## src/rtl/control_unit.sv

```systemverilog
// Sequencing controller for the 8-bit RISC-SPM processing unit.
// Fetches, decodes and drives every datapath strobe, one instruction at a time.
module control_unit #(
    parameter int word_size = 8,
    parameter int op_size   = 4,
    parameter int Sel1_size = 3,
    parameter int Sel2_size = 2
) (
    input  logic                 clk,
    input  logic                 rst,
    input  logic [word_size-1:0] instruction,
    input  logic                 zero,
    output logic                 Load_R0,
    output logic                 Load_R1,
    output logic                 Load_R2,
    output logic                 Load_R3,
    output logic                 Load_PC,
    output logic                 Inc_PC,
    output logic                 Load_IR,
    output logic                 Load_Add_R,
    output logic                 Load_Reg_Y,
    output logic                 Load_Reg_Z,
    output logic [Sel1_size-1:0] Sel_Bus_1_Mux,
    output logic [Sel2_size-1:0] Sel_Bus_2_Mux,
    output logic                 write,
    output logic                 halted
);

    typedef enum logic [3:0] {
        S_idle, S_fet1, S_fet2, S_dec, S_ex1,
        S_rd1, S_rd2, S_wr1, S_wr2, S_br1, S_br2, S_halt
    } state_t;

    localparam logic [op_size-1:0] OP_NOP = 0;
    localparam logic [op_size-1:0] OP_ADD = 1;
    localparam logic [op_size-1:0] OP_SUB = 2;
    localparam logic [op_size-1:0] OP_AND = 3;
    localparam logic [op_size-1:0] OP_NOT = 4;
    localparam logic [op_size-1:0] OP_RD  = 5;
    localparam logic [op_size-1:0] OP_WR  = 6;
    localparam logic [op_size-1:0] OP_BR  = 7;
    localparam logic [op_size-1:0] OP_BRZ = 8;

    localparam logic [Sel1_size-1:0] SEL1_PC  = 4;
    localparam logic [Sel2_size-1:0] SEL2_ALU = 0;
    localparam logic [Sel2_size-1:0] SEL2_B1  = 1;
    localparam logic [Sel2_size-1:0] SEL2_MEM = 2;

    state_t state, next;

    logic [op_size-1:0]   opcode;
    logic [Sel1_size-1:0] src, dest;
    logic [3:0]           load_r, dest_dec;

    assign opcode   = instruction[word_size-1 -: op_size];
    assign src      = Sel1_size'(instruction[3:2]);
    assign dest     = Sel1_size'(instruction[1:0]);
    assign dest_dec = 4'b0001 << instruction[1:0];

    assign {Load_R3, Load_R2, Load_R1, Load_R0} = load_r;

    always_ff @(posedge clk or posedge rst) begin
        if (rst) state <= S_idle;
        else     state <= next;
    end

    always_comb begin
        next          = state;
        load_r        = '0;
        Load_PC       = 1'b0;
        Inc_PC        = 1'b0;
        Load_IR       = 1'b0;
        Load_Add_R    = 1'b0;
        Load_Reg_Y    = 1'b0;
        Load_Reg_Z    = 1'b0;
        Sel_Bus_1_Mux = '0;
        Sel_Bus_2_Mux = '0;
        write         = 1'b0;
        halted        = 1'b0;
        unique case (state)
            S_idle: next = S_fet1;
            S_fet1: begin
                Sel_Bus_1_Mux = SEL1_PC;
                Sel_Bus_2_Mux = SEL2_B1;
                Load_Add_R    = 1'b1;
                Inc_PC        = 1'b1;
                next          = S_fet2;
            end
            S_fet2: begin
                Sel_Bus_2_Mux = SEL2_MEM;
                Load_IR       = 1'b1;
                next          = S_dec;
            end
            S_dec: begin
                case (opcode)
                    OP_NOP: next = S_fet1;
                    OP_ADD, OP_SUB, OP_AND: begin
                        Sel_Bus_1_Mux = src;
                        Sel_Bus_2_Mux = SEL2_B1;
                        Load_Reg_Y    = 1'b1;
                        next          = S_ex1;
                    end
                    OP_NOT: begin
                        Sel_Bus_1_Mux = src;
                        Sel_Bus_2_Mux = SEL2_ALU;
                        Load_Reg_Z    = 1'b1;
                        load_r        = dest_dec;
                        next          = S_fet1;
                    end
                    OP_RD, OP_WR, OP_BR: begin
                        Sel_Bus_1_Mux = SEL1_PC;
                        Sel_Bus_2_Mux = SEL2_B1;
                        Load_Add_R    = 1'b1;
                        next = (opcode == OP_RD) ? S_rd1 :
                               (opcode == OP_WR) ? S_wr1 : S_br1;
                    end
                    OP_BRZ: begin
                        if (zero) begin
                            Sel_Bus_1_Mux = SEL1_PC;
                            Sel_Bus_2_Mux = SEL2_B1;
                            Load_Add_R    = 1'b1;
                            next          = S_br1;
                        end else begin
                            // not taken: step over the branch address word
                            Inc_PC = 1'b1;
                            next   = S_fet1;
                        end
                    end
                    default: next = S_halt;
                endcase
            end
            S_ex1: begin
                Sel_Bus_1_Mux = dest;
                Sel_Bus_2_Mux = SEL2_ALU;
                Load_Reg_Z    = 1'b1;
                load_r        = dest_dec;
                next          = S_fet1;
            end
            S_rd1, S_wr1: begin
                Sel_Bus_2_Mux = SEL2_MEM;
                Load_Add_R    = 1'b1;
                Inc_PC        = 1'b1;
                next          = (state == S_rd1) ? S_rd2 : S_wr2;
            end
            S_rd2: begin
                Sel_Bus_2_Mux = SEL2_MEM;
                load_r        = dest_dec;
                next          = S_fet1;
            end
            S_wr2: begin
                Sel_Bus_1_Mux = src;
                write         = 1'b1;
                next          = S_fet1;
            end
            S_br1: begin
                Sel_Bus_2_Mux = SEL2_MEM;
                Load_Add_R    = 1'b1;
                next          = S_br2;
            end
            S_br2: begin
                Sel_Bus_2_Mux = SEL2_MEM;
                Load_PC       = 1'b1;
                next          = S_fet1;
            end
            S_halt: halted = 1'b1;
            default: next = S_idle;
        endcase
    end

endmodule

```

## config.mk

```make
export PLATFORM = sky130hd
export DESIGN_NAME = control_unit
export DESIGN_NICKNAME = d
export VERILOG_FILES = /design/src/rtl/control_unit.sv
export SDC_FILE = /design/constraint.sdc
export NUM_CORES = 1
export LEC_CHECK = 0
export ABC_CLOCK_PERIOD_IN_PS = 1550
export CELL_PAD_IN_SITES_DETAIL_PLACEMENT = 0
export CELL_PAD_IN_SITES_GLOBAL_PLACEMENT = 1
export CORE_ASPECT_RATIO = 0.8
export CORE_MARGIN = 8
export CORE_UTILIZATION = 27
export CTS_CLUSTER_DIAMETER = 150
export DETAILED_ROUTE_END_ITERATION = 16
export PLACE_DENSITY = 0.81
export SLEW_MARGIN = 40
export SYNTH_ARGS = -nofsm -noshare
export SYNTH_HDL_FRONTEND = slang
export SYNTH_SLANG_ARGS = --single-unit
```

## constraint.sdc

```tcl
create_clock -name clk -period 1.55 [get_ports clk]
set_input_delay 0.31 -clock clk [delete_from_list [all_inputs] [get_ports clk]]
set_output_delay 0.31 -clock clk [all_outputs]
set_load 0.01 [all_outputs]
```

==> results.yml, run 1 <==
job:
  cap_violations: 0
setup_path:
  worstPathMaxFanout: 4
  path_class: "reg -> out"
  required_ps: 1240
  r2r_cells: 9
  reg2reg_from: "state[3]$_DFFE_PP0N_"
  critPathLaunchType: "register"
  r2r_setup_slack_ps: -160
  crit_arrival_ps: 1550
  reg2reg_to: "state[2]$_DFFE_PP0N_"
  end_kind: "primary output"
status:
  status: "complete, but fails checks"
  violations: "setup timing"
layout:
  final_util: 0.604
  final_nets: 151
  largest_register_ffs: 4
  antennaDiodeCount: 0
  drive_gt1_frac: 0.696
  regMostFlops: "state"
  syn_to_final_growth_pct: 116
  reg.largest.list: "state (4)"
  seqCellArea_um2: 104
  multiInputGateArea_um2: 576
  fillers: 180
global_route:
  grt.total_usage: 0.130
  grt_max_degree: 10
  grt-ovfl-total: 0
  antenna_found_initial: 0
  first_global_vias: 888
  grt_pass1_wl_um: 4130
synth:
  synth_simple_gate_area_frac: 0.386
  ys_seq_area_frac: 0.169
  synth-compound-area-share: 0.293
  netlist.area_leader.share: 0.169
  ys_seq_elements: 4
  syn_area_per_cell_um2: 7.80
  synth_top_area_cell: "dfrtp_1"
  async_flop_share: 1.00
  synth_cells: 76
  yosys.cell_types.count: 39
  synth_common_cells: "nand2_1, nor3_1, nor3b_1"
  ys.flop_type: "dfrtp_1"
  syn_area_um2: 593
  muxShareOfSynthArea: 0.0190
  synth.most_common_cell: "nand2_1"
  syn_nets: 87
  synth_top_family_by_area: "simple AND/OR/NAND/NOR gates"
  synthTopCellsByArea: "dfrtp_1, nor3b_1, buf_6"
  ys.warnings.count: 0
  synth_edf_count: 0
  synth_xor_area_frac: 0.0148
  synthAdderAreaFrac: 0
min_path:
  hold_class: "in -> async"
route:
  wl_um: 2590
  vias: 844
  drt-initial-drc-count: 19
  routed_via_density: 5.18
  drtPass1Iterations: 4
  ant_nets: 0
  avgRoutedWirePerCell_um: 15.9
  drc_errors: 0
clocking:
  cts_tree: "built"
  hold_buffers: 0
  cts_buffer_depth: 2
  clk_latency_ps: 220
  clk_pin_slew_worst_paths_ps: 40
  cts.sinks: 4
  cts_root_buffer: "clkbuf_4"
  cts_made_buffers: 3
  h-tree-depth: 1
placed_design:
  place.gp.congestion: 0.868
  place_ws_ps: -861
  hpwl_um: 1740
  portBuffers: 27
die:
  rows: 15
  dieHeight_um: 57.9
  die_area_um2: 3960
  die_width_um: 68.4
  core_area_um2: 2120
  start_util: 0.280
  io_pins: 28
pwr:
  peakVddDrop_mv: 1.08
  power.density_nw_per_um2: 1700
  leakagePower_nw: 0.574
  fin_total_pwr_w: 0.00217
timing:
  max_slew_margin: 0.830
  drv_slew: 0
  holdWs_ps: 265
  worstMarginPinSlew_ps: 254
  finalCritPeriodShare: 1.20
  clock.fmax_mhz: 538
  setup_viol: 17
  hold_viol_final: 0
  finalCriticalPeriod_ps: 1860
  timing.final.ws_setup_ps: -309
  fin_skew_ps: 0.171
  rsz0062_at_grt: "true"
area by class of cell:
type	count	area share
multi-input cells	63	0.450
repair buffers	66	0.421
flip-flops and latches	4	0.0811
well taps	25	0.0244
clock buffers	3	0.0176
inverters	2	0.00587
cell usage in the layout, fill, tap and decap left out, types with 2 or more instances in the layout:
cell type,n
nand4b_1,2
dfrtp_2,3
buf_6,16
o21ai_0,2
nand3_1,2
clkdlybuf4s15_2,2
a21oi_2,2
inv_1,2
clkdlybuf4s50_1,5
nor3_2,3
a21oi_1,2
nor2_1,3
nor3b_2,3
buf_2,15
and2b_2,2
buf_4,27
a22o_1,2
nand2_1,7
clkbuf_4,3
nor3b_4,2
o21a_1,2
a32o_1,2
report_power, final:
part / total (W) / leakage [nW] / switching [W] / internal [W]
registers: 0.000244 / 0.0456 / 0.0000837 / 0.000160
logic: 0.00180 / 0.515 / 0.000798 / 0.00101
clock network: 0.000122 / 0.0138 / 0.0000357 / 0.0000862
cell families after synthesis:
kind of cell / count (synthesis)
buf+inv: 9
mux: 1
flops: 4
simple gates: 38
xor+xnor: 1
compound gates: 23
routing by layer:
layer	vias up	global-route usage	routed length (µm)
met1	405	0.154	1070
met5	-	0	0
met4	0	0.0262	21
met3	2	0.0250	121
li1	417	-	-
met2	20	0.232	1380
repair_timing:
action / CTS / global route
setup buffers: 9 / 4
pin swaps: 15 / 7
endpoints found under the setup margin: 18 / 18
gates resized for setup: 123 / 14
critical path: stages, from the launching register on:
cell and delay (ps):
dfrtp_2 430, buf_6 130, nor3b_4 270, a31oi_4 160, nor3b_2 170, buf_2 150
worst max-delay path by stage:
stage / depth (start not counted) / slack [ps] / startpoint / endpoint
after detailed placement: 5 / -860 / instruction[6] / Load_R1
after global routing: 5 / -370 / state[3]$_DFFE_PP0N_ / Load_R2
after global placement: 5 / -920 / instruction[6] / Load_R2
after floorplan: 4 / 20 / state[3]$_DFFE_PP0N_ / Load_R1
after CTS: 5 / -220 / state[3]$_DFFE_PP0N_ / Load_R1
final: 5 / -310 / state[3]$_DFFE_PP0N_ / Load_R2
metrics by stage:
stage	setup TNS, ps	cell area [µm²]	instances
6_report	-2960	1280	163
5_1_grt	-3970	1280	163
4_1_cts	-2400	1210	161
3_5_place_dp	-11380	1040	149
3_3_place_gp	-11240	1040	149
2_1_floorplan	0	593	76
Power figures use the tool's default switching activity.
==> run 2: changes to the inputs <==
==> constraint.sdc (replaced) <==
create_clock -name clk -period 1.55 [get_ports clk]
set_input_delay 0.31 -clock clk [delete_from_list [all_inputs] [get_ports clk]]
set_output_delay 0.31 -clock clk [all_outputs]
set_load 0.02 [all_outputs]
==> run 2 against run 1 <==
  * Total power up 3.9%
  * Final cell count decreased by 3.7%
  * Via count is 2.1% lower
  * Critical path type unchanged
  * Largest power group unchanged
  * Clock skew about the same
  * Sequential share of layout area fell by 0.15 points
  * The run still ends with setup timing left
  * Fmax rose by 0.21%
==> results.yml, run 2 (synthesized netlist as in run 1, its figures left out) <==
global_route:
  grt_pass1_wl_um: 4070
  grt-ovfl-total: 0
  grt.total_usage: 0.130
  grt_max_degree: 11
  first_global_vias: 883
  antenna_found_initial: 0
pwr:
  power.density_nw_per_um2: 1750
  peakVddDrop_mv: 1.21
  leakagePower_nw: 0.554
setup_path:
  critPathLaunch: "state[3]$_DFFE_PP0N_"
  r2r_setup_slack_ps: 90
  reg2reg_from: "state[3]$_DFFE_PP0N_"
  path_cells: "buf_6 > nor2b_4 > a22o_1 > a32o_1 > buf_6"
  path_class: "reg -> out"
  critPathLaunchType: "register"
  cp_slowest_cell: "dfrtp_2"
  end_kind: "primary output"
  max_stage_delay_ps: 460
  crit_arrival_ps: 1540
  crit_top_cell: "buf_6"
  required_ps: 1240
  worstPathMaxFanout: 5
layout:
  final_util: 0.608
  antennaDiodeCount: 0
  regMostFlops: "state"
  syn_to_final_growth_pct: 117
  drive_gt1_frac: 0.682
  layout_common_cells: "buf_4, buf_6, nand2_1"
  reg.largest.list: "state (4)"
  largest_register_ffs: 4
  final_nets: 145
  fin_area_um2: 1290
  final_common_cell: "buf_4"
die:
  die_area_um2: 3960
  core_area_um2: 2120
  io_pins: 28
  die_width_um: 68.4
  dieHeight_um: 57.9
  rows: 15
  start_util: 0.280
route:
  vias: 826
  wl_um: 2500
  drc_errors: 0
  ant_nets: 0
  avgRoutedWirePerCell_um: 15.9
  routed_via_density: 5.26
  drt-initial-drc-count: 24
  drtPass1Iterations: 4
timing:
  finalCritPeriodShare: 1.20
  timing.final.ws_setup_ps: -305
  setup_viol: 17
  max_slew_margin: 0.824
  fin_skew_ps: 0.158
  hold_viol_final: 0
  finalCriticalPeriod_ps: 1850
  drv_slew: 0
  clock.fmax_mhz: 539
  worstMarginPinSlew_ps: 265
  rsz0062_at_grt: "true"
placed_design:
  place.gp.congestion: 0.750
  place_ws_ps: -1020
  portBuffers: 27
  placed_cell_area_um2: 1090
  hpwl_um: 1820
status:
  violations: "setup timing"
  status: "complete, but fails checks"
clocking:
  cts_buffer_depth: 2
  clk_latency_ps: 230
  cts.sinks: 4
  clk_pin_slew_worst_paths_ps: 30
  h-tree-depth: 1
  cts_tree: "built"
  cts_made_buffers: 3
  cts_root_buffer: "clkbuf_4"
min_path:
  hold_class: "in -> async"
job:
  cap_violations: 0
-- run 2: cell count changes in the layout (fill, tap and decap cells not counted), sizes merged --
cell and delta:
clkdlybuf4s15 +2, buf -8
-- run 2: timing repair --
action                                  CTS  global route
pin swaps                                 6             5
setup buffers                             3             1
endpoints found under the setup margin   17            18
hold buffers                              0             0
gates resized for setup                 123            22
-- run 2: stage by stage --
stage               total power (W)  hold slack, ps  setup TNS [ps]  std cells
finish                      0.00225             253           -3240        157
global route                0.00240             273           -4080        157
CTS                         0.00200             253           -2880        156
detailed placement          0.00168             499          -12710        150
global placement            0.00167             496          -12060        150
floorplan                   0.00102            76.1           -6.35         76
-- run 2: critical path, delay by kind of cell, from the launching register on --
| family | cells | cell delay, ps |
|---|---|---|
| buf+inv | 2 | 280 |
| compound gates | 2 | 440 |
| flops | 1 | 460 |
| simple gates | 1 | 130 |
-- run 2: final timing paths --
check,cells past startpoint,to
min,2,state[2]$_DFFE_PP0N_
max reg2reg,5,state[0]$_DFFE_PP0N_
max in group asynchronous,2,state[3]$_DFFE_PP0N_
max,5,Sel_Bus_1_Mux[0]
min in group clk,4,state[1]$_DFFE_PP0N_
min reg2reg,2,state[0]$_DFFE_PP0N_
-- run 2: layer usage --
layer  vias to the layer above  GRT usage  share of wire  wire length [µm]
met4                         0     0.0583          0.011                28
met1                       395      0.148           0.42              1060
met2                        23      0.224           0.53              1320
met3                         4     0.0269          0.037                92
li1                        404          -              -                 -
met5                         -          0              0                 0
-- run 2: final cells by class --
cell class | count | area, µm²
flip-flops and latches | 4 | 103
multi-input cells | 63 | 591
repair buffers | 60 | 534
clock buffers | 3 | 22.5
well taps | 25 | 31.3
fillers | 190 | 832
inverters | 2 | 7.51
-- run 2: report_power, final --
group	leakage [nW]	total, W	internal, W	switching, W
registers	0.0465	0.000243	0.000158	0.0000856
logic	0.494	0.00188	0.000989	0.000896
clock network	0.0138	0.000126	0.0000864	0.0000400
total	0.554	0.00225	0.00123	0.00102
